$ cat src/rtl/ysyx_22050019_axi_rd_arbiter.sv
// Two-master (IFU/LSU) to one-slave AXI-lite read arbiter, one outstanding read.
// LSU has fixed priority; a consecutive-win counter forces IFU through after STARVE_LIMIT LSU wins.
module ysyx_22050019_axi_rd_arbiter_port #(
  parameter int DATA_W = 64
) (
  input  logic              sel,
  input  logic              ar_ph,
  input  logic              r_ph,
  input  logic              s_arready,
  input  logic              s_rvalid,
  input  logic [DATA_W-1:0] s_rdata,
  output logic              arready,
  output logic              rvalid,
  output logic [DATA_W-1:0] rdata
);
  assign arready = sel && ar_ph && s_arready;
  assign rvalid  = sel && r_ph && s_rvalid;
  assign rdata   = (sel && r_ph) ? s_rdata : '0;
endmodule

module ysyx_22050019_axi_rd_arbiter #(
  parameter int ADDR_W       = 64,
  parameter int DATA_W       = 64,
  parameter int STARVE_LIMIT = 4
) (
  input  logic              clk,
  input  logic              rst_n,
  input  logic              ifu_arvalid,
  input  logic [ADDR_W-1:0] ifu_araddr,
  output logic              ifu_arready,
  output logic              ifu_rvalid,
  output logic [DATA_W-1:0] ifu_rdata,
  input  logic              ifu_rready,
  input  logic              lsu_arvalid,
  input  logic [ADDR_W-1:0] lsu_araddr,
  output logic              lsu_arready,
  output logic              lsu_rvalid,
  output logic [DATA_W-1:0] lsu_rdata,
  input  logic              lsu_rready,
  output logic              s_arvalid,
  output logic [ADDR_W-1:0] s_araddr,
  input  logic              s_arready,
  input  logic              s_rvalid,
  input  logic [DATA_W-1:0] s_rdata,
  output logic              s_rready
);
  localparam int         NUM_M = 2;
  localparam logic [3:0] LIMIT = 4'(STARVE_LIMIT);

  typedef enum logic [1:0] {IDLE, AR, R} state_t;

  state_t     state, state_nxt;
  logic       grant, grant_nxt;
  logic [3:0] starve_cnt, starve_cnt_nxt;

  // Master index matches grant encoding: 0 = IFU, 1 = LSU.
  logic [NUM_M-1:0]             rready, sel, arready, rvalid;
  logic [NUM_M-1:0][ADDR_W-1:0] araddr;
  logic [NUM_M-1:0][DATA_W-1:0] rdata;

  assign rready = {lsu_rready, ifu_rready};
  assign araddr = {lsu_araddr, ifu_araddr};
  assign sel    = {grant, !grant};

  always_ff @(posedge clk or negedge rst_n) begin
    if (!rst_n) begin
      state      <= IDLE;
      grant      <= 1'b0;
      starve_cnt <= '0;
    end else begin
      state      <= state_nxt;
      grant      <= grant_nxt;
      starve_cnt <= starve_cnt_nxt;
    end
  end

  always_comb begin
    state_nxt      = state;
    grant_nxt      = grant;
    starve_cnt_nxt = starve_cnt;
    s_arvalid      = 1'b0;
    s_araddr       = '0;
    s_rready       = 1'b0;
    case (state)
      IDLE: begin
        if (ifu_arvalid || lsu_arvalid) begin
          state_nxt = AR;
          grant_nxt = lsu_arvalid && !(ifu_arvalid && starve_cnt == LIMIT);
          // Counter only tracks LSU wins taken while IFU was waiting.
          if (!grant_nxt)
            starve_cnt_nxt = '0;
          else if (ifu_arvalid && starve_cnt != 4'hf)
            starve_cnt_nxt = starve_cnt + 4'd1;
        end
      end
      AR: begin
        s_arvalid = 1'b1;
        s_araddr  = araddr[grant];
        if (s_arready) state_nxt = R;
      end
      R: begin
        s_rready = rready[grant];
        if (s_rvalid && s_rready) state_nxt = IDLE;
      end
      default: state_nxt = IDLE;
    endcase
  end

  for (genvar m = 0; m < NUM_M; m++) begin : g_port
    ysyx_22050019_axi_rd_arbiter_port #(.DATA_W(DATA_W)) u_port (
      .sel       (sel[m]),
      .ar_ph     (state == AR),
      .r_ph      (state == R),
      .s_arready (s_arready),
      .s_rvalid  (s_rvalid),
      .s_rdata   (s_rdata),
      .arready   (arready[m]),
      .rvalid    (rvalid[m]),
      .rdata     (rdata[m])
    );
  end

  assign ifu_arready = arready[0];
  assign ifu_rvalid  = rvalid[0];
  assign ifu_rdata   = rdata[0];
  assign lsu_arready = arready[1];
  assign lsu_rvalid  = rvalid[1];
  assign lsu_rdata   = rdata[1];
endmodule

$ cat config.mk
export PLATFORM = sky130hd
export DESIGN_NAME = ysyx_22050019_axi_rd_arbiter
export DESIGN_NICKNAME = d
export VERILOG_FILES = /design/src/rtl/ysyx_22050019_axi_rd_arbiter.sv
export SDC_FILE = /design/constraint.sdc
export NUM_CORES = 1
export LEC_CHECK = 0
export CAP_MARGIN = 20
export CORE_AREA = 5 5 152 154
export DETAILED_ROUTE_END_ITERATION = 12
export DIE_AREA = 0 0 157 159
export SYNTH_ARGS = -nofsm -noshare
export SYNTH_HDL_FRONTEND = slang
export SYNTH_HIERARCHICAL = 1
export SYNTH_SLANG_ARGS = --single-unit
$ cat constraint.sdc
create_clock -name clk -period 2.5 [get_ports clk]
set_clock_uncertainty 0.1 [all_clocks]
set_input_delay 0.75 -clock clk [delete_from_list [all_inputs] [get_ports clk]]
set_output_delay 0.75 -clock clk [all_outputs]
set_load 0.005 [all_outputs]
==> results.yml <==
routing:
  dr.pass1.iters: 4
  ant_nets: 0
  drt-vias-per-instance: 3.91
  drt-wirelength-per-cell_um: 17.4
  wl_um: 17900
  drt-initial-drc-count: 178
  drc: 0
  vias: 4031
global_route:
  use_met3_pct: 2.17
  use_met1_pct: 15.5
  globalRoute.totalOverflow: 0
  antenna_found_initial: 0
  grt_pass1_vias: 3890
  use_met2_pct: 23.2
  top_usage_layer: "met2"
  grtUsageTotal_pct: 12.6
  grt_pass1_wl_um: 25000
  grt_start_max_net_pins: 61
critical_path:
  worst-setup-path-type: "flop to output pin"
  cp_max_fo: 11
  crit_arrival_ps: 1640
  reg2reg_from: "state[1]"
  critical_path.cell_chain: "nor2b_4, buf_4, buf_6, bufbuf_16, and3_4, clkdlybuf4s15_2"
  cp-end-kind: "output pin"
  ff2ff_path_depth: 7
  r2r_end: "starve_cnt[1]"
  rrSetupSlack_ps: 800
  cp_data_required_time_ps: 1650
  cp_slowest_cell: "dfrtp_1"
  startpoint_type: "flop"
  max_stage_delay_ps: 390
floorplanning:
  core.rowCount: 54
  io-pin-count: 398
  dieArea_um2: 25000
  core_area_um2: 21600
  die_height_um: 159
  start_util_pct: 11.8
  die_w_um: 157
logic_synthesis:
  syn_nets: 551
  synth_cells: 349
  synth_top_family_by_area: "simple AND/OR/NAND/NOR gates"
  synthAdderAreaFrac_pct: 0.987
  synth_compound_area_share_pct: 2.86
  ys_types: 27
  yosysTopAreaCellShare_pct: 32.8
  ys.flop_type: "dfrtp_1"
  syn_area_per_cell_um2: 7.26
  synthXorXnorAreaFrac_pct: 0
  synth_common_cells: "and3_1 (133), mux2i_1 (65), nor2_1 (65)"
  synthArstFlopShare_pct: 100
  syn-cell-area_um2: 2530
  ys_seq_elements: 7
  synth_seq_area_share_pct: 6.91
  synth-simple-area-share_pct: 46.8
  muxShareOfSynthArea_pct: 25.7
  yosys_warnings: 6
  synth_edf_count: 0
  synth_area_leaders: "and3_1 (33%), mux2i_1 (26%), buf_6 (12%), nor2_1 (9.6%), dfrtp_1 (6.9%)"
  synth_most_common_cell: "and3_1"
  yosys.area.top_type: "and3_1"
timing:
  rsz0062_at_grt: "true"
  timing.final.crit_share_pct: 99.8
  drv_slew: 0
  setup_viol: 0
  setup_tns_ps: 0
  worstMarginPinSlew_ps: 331
  max_freq_mhz: 401
  finalCriticalPeriod_ps: 2490
  max_slew_margin_pct: 77.9
  final-hold-violation-count: 0
power:
  power.density_nw_per_um2: 693
  ir_drop_mv: 0.526
  p_total_uw: 4760
  p_leak_uw: 0.00376
clocking:
  cts_root_buf: "clkbuf_16"
  h-tree-depth: 1
  path_clk_slew_ps: 40
  clock-sinks: 7
  cts_buffers: 3
  clkLatencyLatePin_ps: 230
  clockBufferDepth: 2
  cts_tree: "done"
final_layout:
  fin_nets: 953
  syn2layout_area_growth_pct: 171
  fill_cells: 2314
  stdcell_count: 1030
  layout-drive-gt1-share_pct: 22.4
  post-route-cell-area_um2: 6860
  utilization_pct: 31.8
  diodes: 0
min_path:
  hold_depth: 1
  hold_class: "flop to flop"
  min_from: "starve_cnt[0]"
  min_to: "starve_cnt[0]"
outcome:
  outcome: "complete, no violations"
job:
  cap_violations: 0
placement:
  gp_congestion: 0.843
  port_buffers: 397
  dpl.cell_count: 999
  dpl_cell_area_um2: 6670
  dpl.hpwl_um: 13400
-- area by class of cell --
type                       instances  area, µm²  share of cell area, %
timing repair buffer             440       4210                   61.3
multi-input combinational        291       2020                   29.4
tap                              280        350                   5.11
sequential                         7        179                   2.61
clock buffer                       4       78.8                   1.15
inverter                           8       30.0                  0.438
-- cell families after synthesis --
group           after synthesis
compound gates               10
simple gates                214
flops                         7
fa+ha+maj                     2
buf+inv                      51
mux                          65
-- how the worst max path moves through the flow --
stage	end	from	slack (ps)
floorplan	ifu_rdata[23]	grant	370
global placement	s_rready	lsu_rready	-490
detailed placement	s_rready	lsu_rready	-490
CTS	s_rready	lsu_rready	-180
global route	lsu_rdata[63]	state[0]	-60
finish	lsu_rdata[37]	state[0]	5
-- metal layers --
metal  share of wire, %  vias up
met3                6.9       20
met4                1.6        0
li1                   -     2040
met2                 50      156
met1                 41     1815
met5                  0        -
-- layout by cell type (no fill, tap or decap), types with 2 or more instances in the layout --
master	netlist	routed
dlygate4sd2_1	0	80
buf_12	0	11
nand2_1	3	3
o211ai_1	2	2
inv_2	2	2
and3_4	0	12
buf_4	8	17
clkdlybuf4s15_1	0	30
o2bb2ai_1	3	3
clkdlybuf4s15_2	0	24
dfrtp_1	7	6
a21oi_1	2	2
bufbuf_16	0	3
buf_16	0	2
buf_6	26	11
clkbuf_2	2	48
buf_2	5	24
clkbuf_16	0	5
buf_8	0	2
ha_1	2	2
nand4_1	2	2
and3_1	133	121
nor2b_1	4	2
inv_1	6	6
nor3_1	2	2
dlymetal6s2s_1	0	4
mux2i_1	65	64
nor2_1	65	64
clkdlybuf4s50_1	0	182
-- critical path: cells and delay by family, from the launching register on --
| kind | cells | cell delay [ps] |
|---|---|---|
| flip-flops | 1 | 390 |
| buffers and inverters | 4 | 660 |
| AND/OR/NAND/NOR | 2 | 360 |
-- where the power goes --
group / internal [µW] / leakage (µW) / total [µW] / switching, µW
sequential: 166 / 0.0000867 / 235 / 69.5
clock: 212 / 0.0000382 / 273 / 60.7
combinational: 2310 / 0.00363 / 4250 / 1940
total: 2690 / 0.00376 / 4760 / 2070
-- what timing repair did --
| action | CTS | global route |
|---|---|---|
| gates cloned | 7 | 2 |
| hold buffers | 0 | 0 |
| setup buffers | 18 | 2 |
| endpoints found under the setup margin | 198 | 131 |
| pin swaps | 0 | 2 |
| resized for setup | 367 | 144 |
-- metrics by stage --
| stage | hold WS, ps | setup slack [ps] |
|---|---|---|
| final | 410 | 5.46 |
| after global routing | 423 | -60.0 |
| after CTS | 406 | -178 |
| after detailed placement | 401 | -486 |
| after global placement | 394 | -486 |
| after floorplan | 354 | 366 |
-- flip-flops by register name, summed over array words and instances (netlist names) --
register	count
starve_cnt	4
state	2
grant	1
Note: power is estimated with default switching activity, not from simulation.
